File: config.mk
export PLATFORM = sky130hd
export DESIGN_NAME = alu_op_sequencer
export DESIGN_NICKNAME = d
export VERILOG_FILES = /design/src/rtl/alu_op_sequencer_pkg.sv /design/src/rtl/alu_op_sequencer_res_pack.sv /design/src/rtl/alu_op_sequencer.sv
export SDC_FILE = /design/constraint.sdc
export NUM_CORES = 1
export LEC_CHECK = 0
export CAP_MARGIN = 20
export CELL_PAD_IN_SITES_DETAIL_PLACEMENT = 1
export CELL_PAD_IN_SITES_GLOBAL_PLACEMENT = 1
export CORE_MARGIN = 5
export CORE_UTILIZATION = 25
export DETAILED_ROUTE_END_ITERATION = 8
export PLACE_DENSITY = 0.76
export SLEW_MARGIN = 20
export SYNTH_ARGS = -nofsm -noshare
export SYNTH_HDL_FRONTEND = slang
export SYNTH_SLANG_ARGS = --single-unit
File: constraint.sdc
create_clock -name CLK -period 1.7 [get_ports CLK]
set_input_delay 0.255 -clock CLK [delete_from_list [all_inputs] [get_ports CLK]]
set_output_delay 0.255 -clock CLK [all_outputs]
set_load 0.005 [all_outputs]
File: src/rtl/alu_op_sequencer_pkg.sv
// Shared types and constants for the ALU command sequencer.
package alu_seq_pkg;

   // Sequencer FSM states
   typedef enum logic [1:0] {
      IDLE   = 2'd0,
      ISSUE  = 2'd1,
      SAMPLE = 2'd2,
      HOLD   = 2'd3
   } seq_state_t;

   // Operation class, taken from func[3:2]
   localparam logic [1:0] CLS_ARITH = 2'b00;
   localparam logic [1:0] CLS_LOGIC = 2'b01;
   localparam logic [1:0] CLS_CMP   = 2'b10;
   localparam logic [1:0] CLS_SHIFT = 2'b11;

endpackage

File: src/rtl/alu_op_sequencer_res_pack.sv
// Result packer: selects the enabled unit's output by class, zero-extends it
// to the result width and reports an error when that unit's flag is low.
module alu_res_pack
   import alu_seq_pkg::*;
#(
   parameter int OP_DATA_WIDTH = 16,
   parameter int RES_WIDTH     = 2 * OP_DATA_WIDTH
) (
   input  logic [1:0]               i_class,
   input  logic [RES_WIDTH-1:0]     i_arith_out,
   input  logic                     i_carry_out,
   input  logic                     i_arith_flag,
   input  logic [OP_DATA_WIDTH-1:0] i_logic_out,
   input  logic                     i_logic_flag,
   input  logic [OP_DATA_WIDTH-1:0] i_shift_out,
   input  logic                     i_shift_flag,
   input  logic [2:0]               i_cmp_out,
   input  logic                     i_cmp_flag,
   output logic [RES_WIDTH-1:0]     o_data,
   output logic                     o_carry,
   output logic                     o_err
);

   logic [RES_WIDTH-1:0] w_raw_data;
   logic                 w_raw_carry;
   logic                 w_flag;

   // Class mux; only the arithmetic unit contributes a carry
   always_comb begin
      w_raw_data  = '0;
      w_raw_carry = 1'b0;
      w_flag      = 1'b0;
      case (i_class)
         CLS_ARITH: begin
            w_raw_data  = i_arith_out;
            w_raw_carry = i_carry_out;
            w_flag      = i_arith_flag;
         end
         CLS_LOGIC: begin
            w_raw_data = {{(RES_WIDTH-OP_DATA_WIDTH){1'b0}}, i_logic_out};
            w_flag     = i_logic_flag;
         end
         CLS_CMP: begin
            w_raw_data = {{(RES_WIDTH-3){1'b0}}, i_cmp_out};
            w_flag     = i_cmp_flag;
         end
         default: begin
            w_raw_data = {{(RES_WIDTH-OP_DATA_WIDTH){1'b0}}, i_shift_out};
            w_flag     = i_shift_flag;
         end
      endcase
   end

   // A missing unit flag means the output is not trustworthy: zero it and flag an error
   always_comb begin
      o_err   = ~w_flag;
      o_data  = w_flag ? w_raw_data : '0;
      o_carry = w_flag ? w_raw_carry : 1'b0;
   end

endmodule

File: src/rtl/alu_op_sequencer.sv
// Command front-end for ALU_TOP: accepts one command per handshake, drives
// the registered ALU inputs, samples the flag-qualified result two edges
// later and holds it on a valid/ready result port until consumed.
module alu_op_sequencer
   import alu_seq_pkg::*;
#(
   parameter int OP_DATA_WIDTH = 16,
   parameter int RES_WIDTH     = 2 * OP_DATA_WIDTH,
   parameter int CNT_WIDTH     = 16
) (
   input  logic                     CLK,
   input  logic                     RST,
   input  logic                     cmd_valid,
   output logic                     cmd_ready,
   input  logic [3:0]               cmd_func,
   input  logic [OP_DATA_WIDTH-1:0] cmd_a,
   input  logic [OP_DATA_WIDTH-1:0] cmd_b,
   output logic [OP_DATA_WIDTH-1:0] alu_a,
   output logic [OP_DATA_WIDTH-1:0] alu_b,
   output logic [3:0]               alu_func,
   input  logic [RES_WIDTH-1:0]     arith_out,
   input  logic                     carry_out,
   input  logic                     arith_flag,
   input  logic [OP_DATA_WIDTH-1:0] logic_out,
   input  logic                     logic_flag,
   input  logic [OP_DATA_WIDTH-1:0] shift_out,
   input  logic                     shift_flag,
   input  logic [2:0]               cmp_out,
   input  logic                     cmp_flag,
   output logic                     res_valid,
   input  logic                     res_ready,
   output logic [RES_WIDTH-1:0]     res_data,
   output logic                     res_carry,
   output logic [1:0]               res_class,
   output logic                     res_err,
   output logic                     busy,
   output logic [CNT_WIDTH-1:0]     ops_done
);

   seq_state_t               r_state;
   logic [OP_DATA_WIDTH-1:0] r_alu_a;
   logic [OP_DATA_WIDTH-1:0] r_alu_b;
   logic [3:0]               r_alu_func;
   logic [1:0]               r_class;
   logic                     r_cmd_ready;
   logic                     r_busy;
   logic                     r_res_valid;
   logic [RES_WIDTH-1:0]     r_res_data;
   logic                     r_res_carry;
   logic [1:0]               r_res_class;
   logic                     r_res_err;
   logic [CNT_WIDTH-1:0]     r_ops_done;

   logic [RES_WIDTH-1:0]     w_pack_data;
   logic                     w_pack_carry;
   logic                     w_pack_err;

   // The packer looks at the class latched at accept, so the mux is stable
   // through ISSUE and SAMPLE regardless of new command traffic
   alu_res_pack #(
      .OP_DATA_WIDTH (OP_DATA_WIDTH),
      .RES_WIDTH     (RES_WIDTH)
   ) u_res_pack (
      .i_class      (r_class),
      .i_arith_out  (arith_out),
      .i_carry_out  (carry_out),
      .i_arith_flag (arith_flag),
      .i_logic_out  (logic_out),
      .i_logic_flag (logic_flag),
      .i_shift_out  (shift_out),
      .i_shift_flag (shift_flag),
      .i_cmp_out    (cmp_out),
      .i_cmp_flag   (cmp_flag),
      .o_data       (w_pack_data),
      .o_carry      (w_pack_carry),
      .o_err        (w_pack_err)
   );

   // Sequencer FSM with all outputs registered alongside the state
   always_ff @(posedge CLK) begin
      if (RST) begin
         r_state     <= IDLE;
         r_alu_a     <= '0;
         r_alu_b     <= '0;
         r_alu_func  <= '0;
         r_class     <= '0;
         r_cmd_ready <= 1'b1;
         r_busy      <= 1'b0;
         r_res_valid <= 1'b0;
         r_res_data  <= '0;
         r_res_carry <= 1'b0;
         r_res_class <= '0;
         r_res_err   <= 1'b0;
         r_ops_done  <= '0;
      end else begin
         case (r_state)
            IDLE: begin
               if (cmd_valid) begin
                  r_alu_a     <= cmd_a;
                  r_alu_b     <= cmd_b;
                  r_alu_func  <= cmd_func;
                  r_class     <= cmd_func[3:2];
                  r_cmd_ready <= 1'b0;
                  r_busy      <= 1'b1;
                  r_state     <= ISSUE;
               end
            end
            // ALU registers its outputs at the end of this cycle
            ISSUE: begin
               r_state <= SAMPLE;
            end
            // Only here are the ALU outputs known to belong to this command
            SAMPLE: begin
               r_res_data  <= w_pack_data;
               r_res_carry <= w_pack_carry;
               r_res_err   <= w_pack_err;
               r_res_class <= r_class;
               r_res_valid <= 1'b1;
               r_state     <= HOLD;
            end
            HOLD: begin
               if (res_ready) begin
                  r_res_valid <= 1'b0;
                  r_cmd_ready <= 1'b1;
                  r_busy      <= 1'b0;
                  r_ops_done  <= r_ops_done + CNT_WIDTH'(1);
                  r_state     <= IDLE;
               end
            end
            default: begin
               r_state <= IDLE;
            end
         endcase
      end
   end

   assign cmd_ready = r_cmd_ready;
   assign alu_a     = r_alu_a;
   assign alu_b     = r_alu_b;
   assign alu_func  = r_alu_func;
   assign res_valid = r_res_valid;
   assign res_data  = r_res_data;
   assign res_carry = r_res_carry;
   assign res_class = r_res_class;
   assign res_err   = r_res_err;
   assign busy      = r_busy;
   assign ops_done  = r_ops_done;

endmodule

==> key figures <==
Clocking
  • CTS Buffer Depth: 2
  • H-tree Lvls: 3
  • CTS tree: built
  • Clk sinks: 93
  • CTS Root Cell: clkbuf_16
  • Cts bufs inserted: 9
  • CTS clk-pin slew, worst paths: 0.07 ns
  • Clk Latency, worst-skew pair: 0.34 ns
  • Post-CTS Hold Fix Bufs: 0

Floorplan
  • I/O pin cnt: 203
  • Starting density of the core: 0.2524
  • Chip Height: ~140 microns
  • DIE WIDTH: 136.0 microns
  • Core footprint: 15710 sq um
  • Rows: 46
  • Area of the die: 18480 sq um

Placed design
  • RD Place Congestion: 0.7799
  • DP Area: around 6400 sq um
  • Post-detail-place hpwl: 11.09 mm
  • I/O Buffers: between 200 and 250
  • Place WS: -0.2077 ns

Logic synthesis
  • Syn_area_per_cell: around 8.5 sq um
  • Seq cells post-synth: 93
  • Largest family of logic cells by synthesized area: simple AND/OR/NAND/NOR gates
  • Synthesized cell area: 3966 sq um
  • Yosys warnings: 0
  • Syn Inst Count: 466
  • Mux cell area share after synthesis: 0.07539
  • Syn nets: 583
  • Adder-cell share of the synthesized area: 0.01577
  • Post-synthesis compound-gate area fraction: 0.1356
  • Sequential share of the synthesized area: 0.4694
  • Synth Area in Simple Gates: 0.2432
  • Post-Synth XOR/XNOR Area: 0.02208
  • Netlist cell types: 36

Job
  • Max cap viols: 0

GRT
  • Gr ovfl total: 0
  • Tot GR Track Use: 0.1536
  • Number of global-route vias before repair: 4498
  • Largest net degree at the start of global routing: between 40 and 50
  • Global-route wire length before repair: 22.75 mm
  • Initial antenna violation count: 0

Worst setup path
  • Crit. End Element: register
  • Worst r2r dst: ops_done[14]
  • CP arrival: between 1.5 and 2 ns
  • Critical path class: register to register
  • Worst Path Max Fanout: 4
  • Critical path destination: ops_done[14]
  • CP required: 1.93 ns
  • Reg2Reg Launch Point: r_state[1]
  • Worst R2R Path Depth: 4
  • CP startpoint: r_state[1]
  • R2r setup slk: 0.04 ns
  • Critical path startpoint category: register

Route
  • Post-DRT Antenna Nets: 0
  • Drt pass-1 iters: 4
  • Routed Wire Length: 14.30 mm
  • Routed vias: 4040
  • # DRC: 0
  • Via density: 4.504
  • WL/cell: ~16 microns
  • DR iter-0 viols: 149

Finish
  • Most frequent cells in the layout: 201 x clkdlybuf4s50_1, 92 x dfxtp_1, 80 x nand2_1
  • Finished Core Util: 0.4275
  • Commonest non-fill, non-tap cell in the layout: clkdlybuf4s50_1
  • Area Overhead vs Synth: 69.34%
  • Fin area: 6716 sq um
  • Share of layout cells above drive strength 1: 0.1160
  • Ant diodes: 0
  • FILL cells: 1800
  • Layout Nets: 793

STA
  • Clk_skew: approximately 0.0048 ns
  • Final Hold Fails: 0
  • WHS: about 0.34 ns
  • Part of the cycle the worst path needs: 0.9794
  • Worst Tran Pin Value: between 0.5 and 0.6 ns
  • Slew headroom: 0.6136
  • Peak Freq: 600.6 MHz
  • Final setup violating endpoints: 0
  • Tmin final: 1.665 ns
  • RSZ-0062 raised after global routing: true
  • Fin worst setup slack: 0.03509 ns
  • Max-slew violation count: 0

Pwr
  • Leakage: 2.514 nW
  • Peak supply drop: 425.6 uV
  • Pwr/cell area: 1026 nW/um^2
  • Total power: 6.888 mW

Hold path
  • Hold Path Class: input pin to register

Outcome
  • Status: completed
cell families after synthesis:
kind of cell               Yosys count
AOI/OAI and AO/OA                   94
xor gates and xnor gates            10
adders and majority gates            5
buffers and inverters               37
DFF                                 93
muxes                               24
and+or+nand+nor                    203
report_power, final:
| part | total [mW] | leakage, nW | internal, mW | switching [mW] |
|---|---|---|---|---|
| logic | 2.41 | 1.62 | 1.30 | 1.11 |
| clock network | 1.86 | 0.136 | 1.03 | 0.835 |
| registers | 2.62 | 0.757 | 2.46 | 0.161 |
worst max-delay path, cell delays in order, from the launching register on:
cell and delay [ns]:
dfxtp_1 0.39, ha_2 0.26, nand4_1 0.21, nor4_2 0.34
mux2_2 0.36
metal layers:
| metal | wire (microns) | vias up | GRT usage |
|---|---|---|---|
| li1 | - | 1973 | - |
| met1 | 5273 | 1929 | 0.1572 |
| met2 | 7453 | 117 | 0.2860 |
| met3 | 1238 | 21 | 0.05551 |
| met4 | 331 | 0 | 0.05599 |
| met5 | 0 | - | 0 |
flip-flops by register name, indices dropped and copies added, names as in the netlist, 2 cells and up:
signal and count:
alu_func 4, ops_done 16, r_state 2, alu_a 16
res_class 2, res_data 32, alu_b 16
cell type report:
| class | count | area [sq um] | area share |
|---|---|---|---|
| timing repair buffer | 230 | 2300 | 0.3424 |
| multi-input combinational | 336 | 1988 | 0.2960 |
| clock inverter | 4 | 23.77 | 0.003539 |
| sequential | 93 | 1866 | 0.2778 |
| clock buffer | 12 | 246.5 | 0.03670 |
| inverter | 6 | 22.52 | 0.003353 |
| tap | 216 | 270.3 | 0.04024 |
worst min-delay path by stage:
stage                         endpoint     start  cells past startpoint  slack [ns]
after floorplan               alu_a[0]  cmd_a[0]                      2        0.39
after detailed placement      alu_b[3]  alu_b[3]                      2        0.45
final                      res_data[4]       RST                      2        0.34
after global placement        alu_b[9]  alu_b[9]                      2        0.44
after global routing      res_data[15]       RST                      2        0.35
after CTS                 res_data[31]       RST                      2        0.33
what timing repair did:
item,4_1_cts,5_1_grt
pin swaps,0,2
hold endpoints to repair,0,0
resized for setup,4,9
setup endpoints to repair,19,67
setup buffers,0,2
synthesized netlist by cell type, drive strengths merged:
library cell   n  share of area
nand2b         3         0.0047
nand3          7          0.012
mux2          17          0.048
a21boi         1         0.0019
nor3           4         0.0050
xnor2          6          0.013
a22o          13          0.029
clkbuf        20          0.019
xor2           4         0.0088
a21oi         75          0.095
nand2         81          0.077
nor4           4          0.010
or3            1         0.0019
a211oi         1         0.0019
nor3b          2         0.0063
nor2          59          0.056
buf           11          0.014
o21ai          1         0.0013
mux2i          4          0.010
nor2b         36          0.057
and4           1         0.0022
nand4          3         0.0085
o22ai          1         0.0032
dfxtp         93           0.47
ha             5          0.016
and3           1         0.0016
inv            6         0.0057
o21bai         1         0.0019
and2           1         0.0016
mux4           3          0.017
a2bb2oi        1         0.0022
per-stage QoR:
step / TNS, ns / instances
5_1_grt: -0.1351 / 897
3_3_place_gp: -0.3859 / 879
6_report: 0 / 897
4_1_cts: 0 / 895
2_1_floorplan: 0 / 466
3_5_place_dp: -3.069 / 879
No activity file was read; power rests on OpenSTA's default activity.
==> edit: new RTL, config.mk and constraints unchanged <==
The 4 states of `seq_state_t` get a one-hot encoding in 4 bits.
--- a/src/rtl/alu_op_sequencer_pkg.sv
+++ b/src/rtl/alu_op_sequencer_pkg.sv
@@ -3,9 +3,9 @@
 
    // Sequencer FSM states
-   typedef enum logic [1:0] {
-      IDLE   = 2'd0,
-      ISSUE  = 2'd1,
-      SAMPLE = 2'd2,
-      HOLD   = 2'd3
+   typedef enum logic [3:0] {
+      IDLE   = 4'b0001,
+      ISSUE  = 4'b0010,
+      SAMPLE = 4'b0100,
+      HOLD   = 4'b1000
    } seq_state_t;
 
Formal check against the unedited RTL: same outputs for any inputs over 10 cycles, from zero or initial values and one cycle with RST high; not proved beyond that.
==> edit against the unedited design <==
- first-iteration DRC count shrank 28%
- design area shrank 1.2%
- routed wire length shrank 1.1%
- sequential share of layout area grew 1.1 points
- sequential cell count grew 2
- synthesized area shrank 5.1%
- worst setup slack gained 0.0073 ns
Power is not compared: it rests on default switching activity, and its combinational part moved more than twofold at a synthesized area within 25%.
==> edit: results <==
[global_routing]
first_global_vias = 4295
grt_start_max_net_pins = 60
track_usage_pct = 15.7
grt_pass1_wl_um = 22300

[synthesis]
synth_xor_area_share_pct = 2.09
synthTopCellsByCount = "95 x sky130_fd_sc_hd__dfxtp_1, 94 x sky130_fd_sc_hd__nand2_1, 47 x sky130_fd_sc_hd__a21oi_1"
yosys-mux-area-fraction_pct = 7.08
synthTopCellsByArea = "sky130_fd_sc_hd__dfxtp_1 51%, sky130_fd_sc_hd__nand2_1 9.4%, sky130_fd_sc_hd__a21oi_1 6.3%, sky130_fd_sc_hd__a22o_1 4.0%, sky130_fd_sc_hd__mux2_2 3.9%"
synth_compound_gate_area_share_pct = 17.3
synth_cell_types = 42
share_of_synthesized_area_occupied_by_flip_flops_and_latches_pct = 50.5
mappedNetlistNets = 528

[drt]
met3RoutedLength_um = 1120
m1WireLength_um = 5420
detail_route.wl_per_cell_um = 17.2
routed-wl-met2_um = 7200
via_per_inst = 4.78

[placed_design]
hpwl_um = 10800
area_of_placed_instances_um2 = 6210

[setup_path]
crit_arrival_ns = 1.93
worst-r2r-cell-count = 5

[status]
outcome = "complete, no violations"

[timing]
skew_ns = 0.00525
slew_headroom_pct = 54.5

[final_layout]
drive_gt1_share_pct = 14.9
nets = 747
layout.filler_cells = 1667
-- edit: worst max-delay path, cell delays in order, from the launching register on --
cell and delay [ns]:
sky130_fd_sc_hd__dfxtp_2 0.39, sky130_fd_sc_hd__nor4b_4 0.32, sky130_fd_sc_hd__nand4_1 0.21, sky130_fd_sc_hd__buf_4 0.20, sky130_fd_sc_hd__or3_1 0.31, sky130_fd_sc_hd__a21oi_1 0.14
-- edit: worst paths after layout --
| kind | startpoint | end | slack, ns |
|---|---|---|---|
| setup / recovery | r_state[2] | ops_done[6] | 0.04 |
| hold / removal | RST | r_state[3] | 0.18 |
| setup reg to reg | r_state[2] | ops_done[6] | 0.04 |
| hold reg to reg | alu_a[8] | alu_a[8] | 0.45 |
-- edit: cell families (layout without fill, tap and decap cells) --
family                   count (synthesis)  after routing
adder cells (fa/ha/maj)                  1              1
flip-flops                              95             95
AO/OA/AOI/OAI                          104            104
buffers and inverters                   35            259
AND/OR/NAND/NOR                        151            151
multiplexers                            20             20
XOR/XNOR                                 9              9
-- edit: metrics by stage --
step,instances,setup slack [ns]
CTS,820,0.0113
detailed placement,803,-0.333
finish,823,0.0424
global placement,803,-0.190
global route,823,-0.0307
floorplan,415,0.000458
-- edit: report_power, final --
part | internal, mW | leakage, nW | switching (mW)
Combinational | 0.541 | 1.45 | 0.343
Sequential | 2.31 | 0.776 | 0.0577
Clock | 1.34 | 0.163 | 0.914
Total | 4.19 | 2.39 | 1.31
-- edit: layout make-up --
| class | instances | area, µm² | area share, % |
|---|---|---|---|
| Inverter | 4 | 15.0 | 0.226 |
| Timing Repair Buffer | 239 | 2380 | 35.8 |
| Tap cell | 184 | 230 | 3.47 |
| Clock inverter | 6 | 91.3 | 1.38 |
| Multi-Input combinational cell | 285 | 1770 | 26.6 |
| Clock buffer | 10 | 239 | 3.60 |
| Sequential cell | 95 | 1920 | 28.9 |
-- edit: repair_timing --
| item | in CTS | in global routing |
|---|---|---|
| setup endpoints to repair | 24 | 22 |
| setup buffers | 1 | 3 |
| pin swaps | 2 | 4 |
| resized for setup | 7 | 14 |
-- edit: per-layer routing --
layer  vias up  global-route usage [%]
met1      1895                    16.3
met2       121                    27.8
li1       1886                       -
met4         0                    6.18
met5         -                       0
met3        28                    6.91
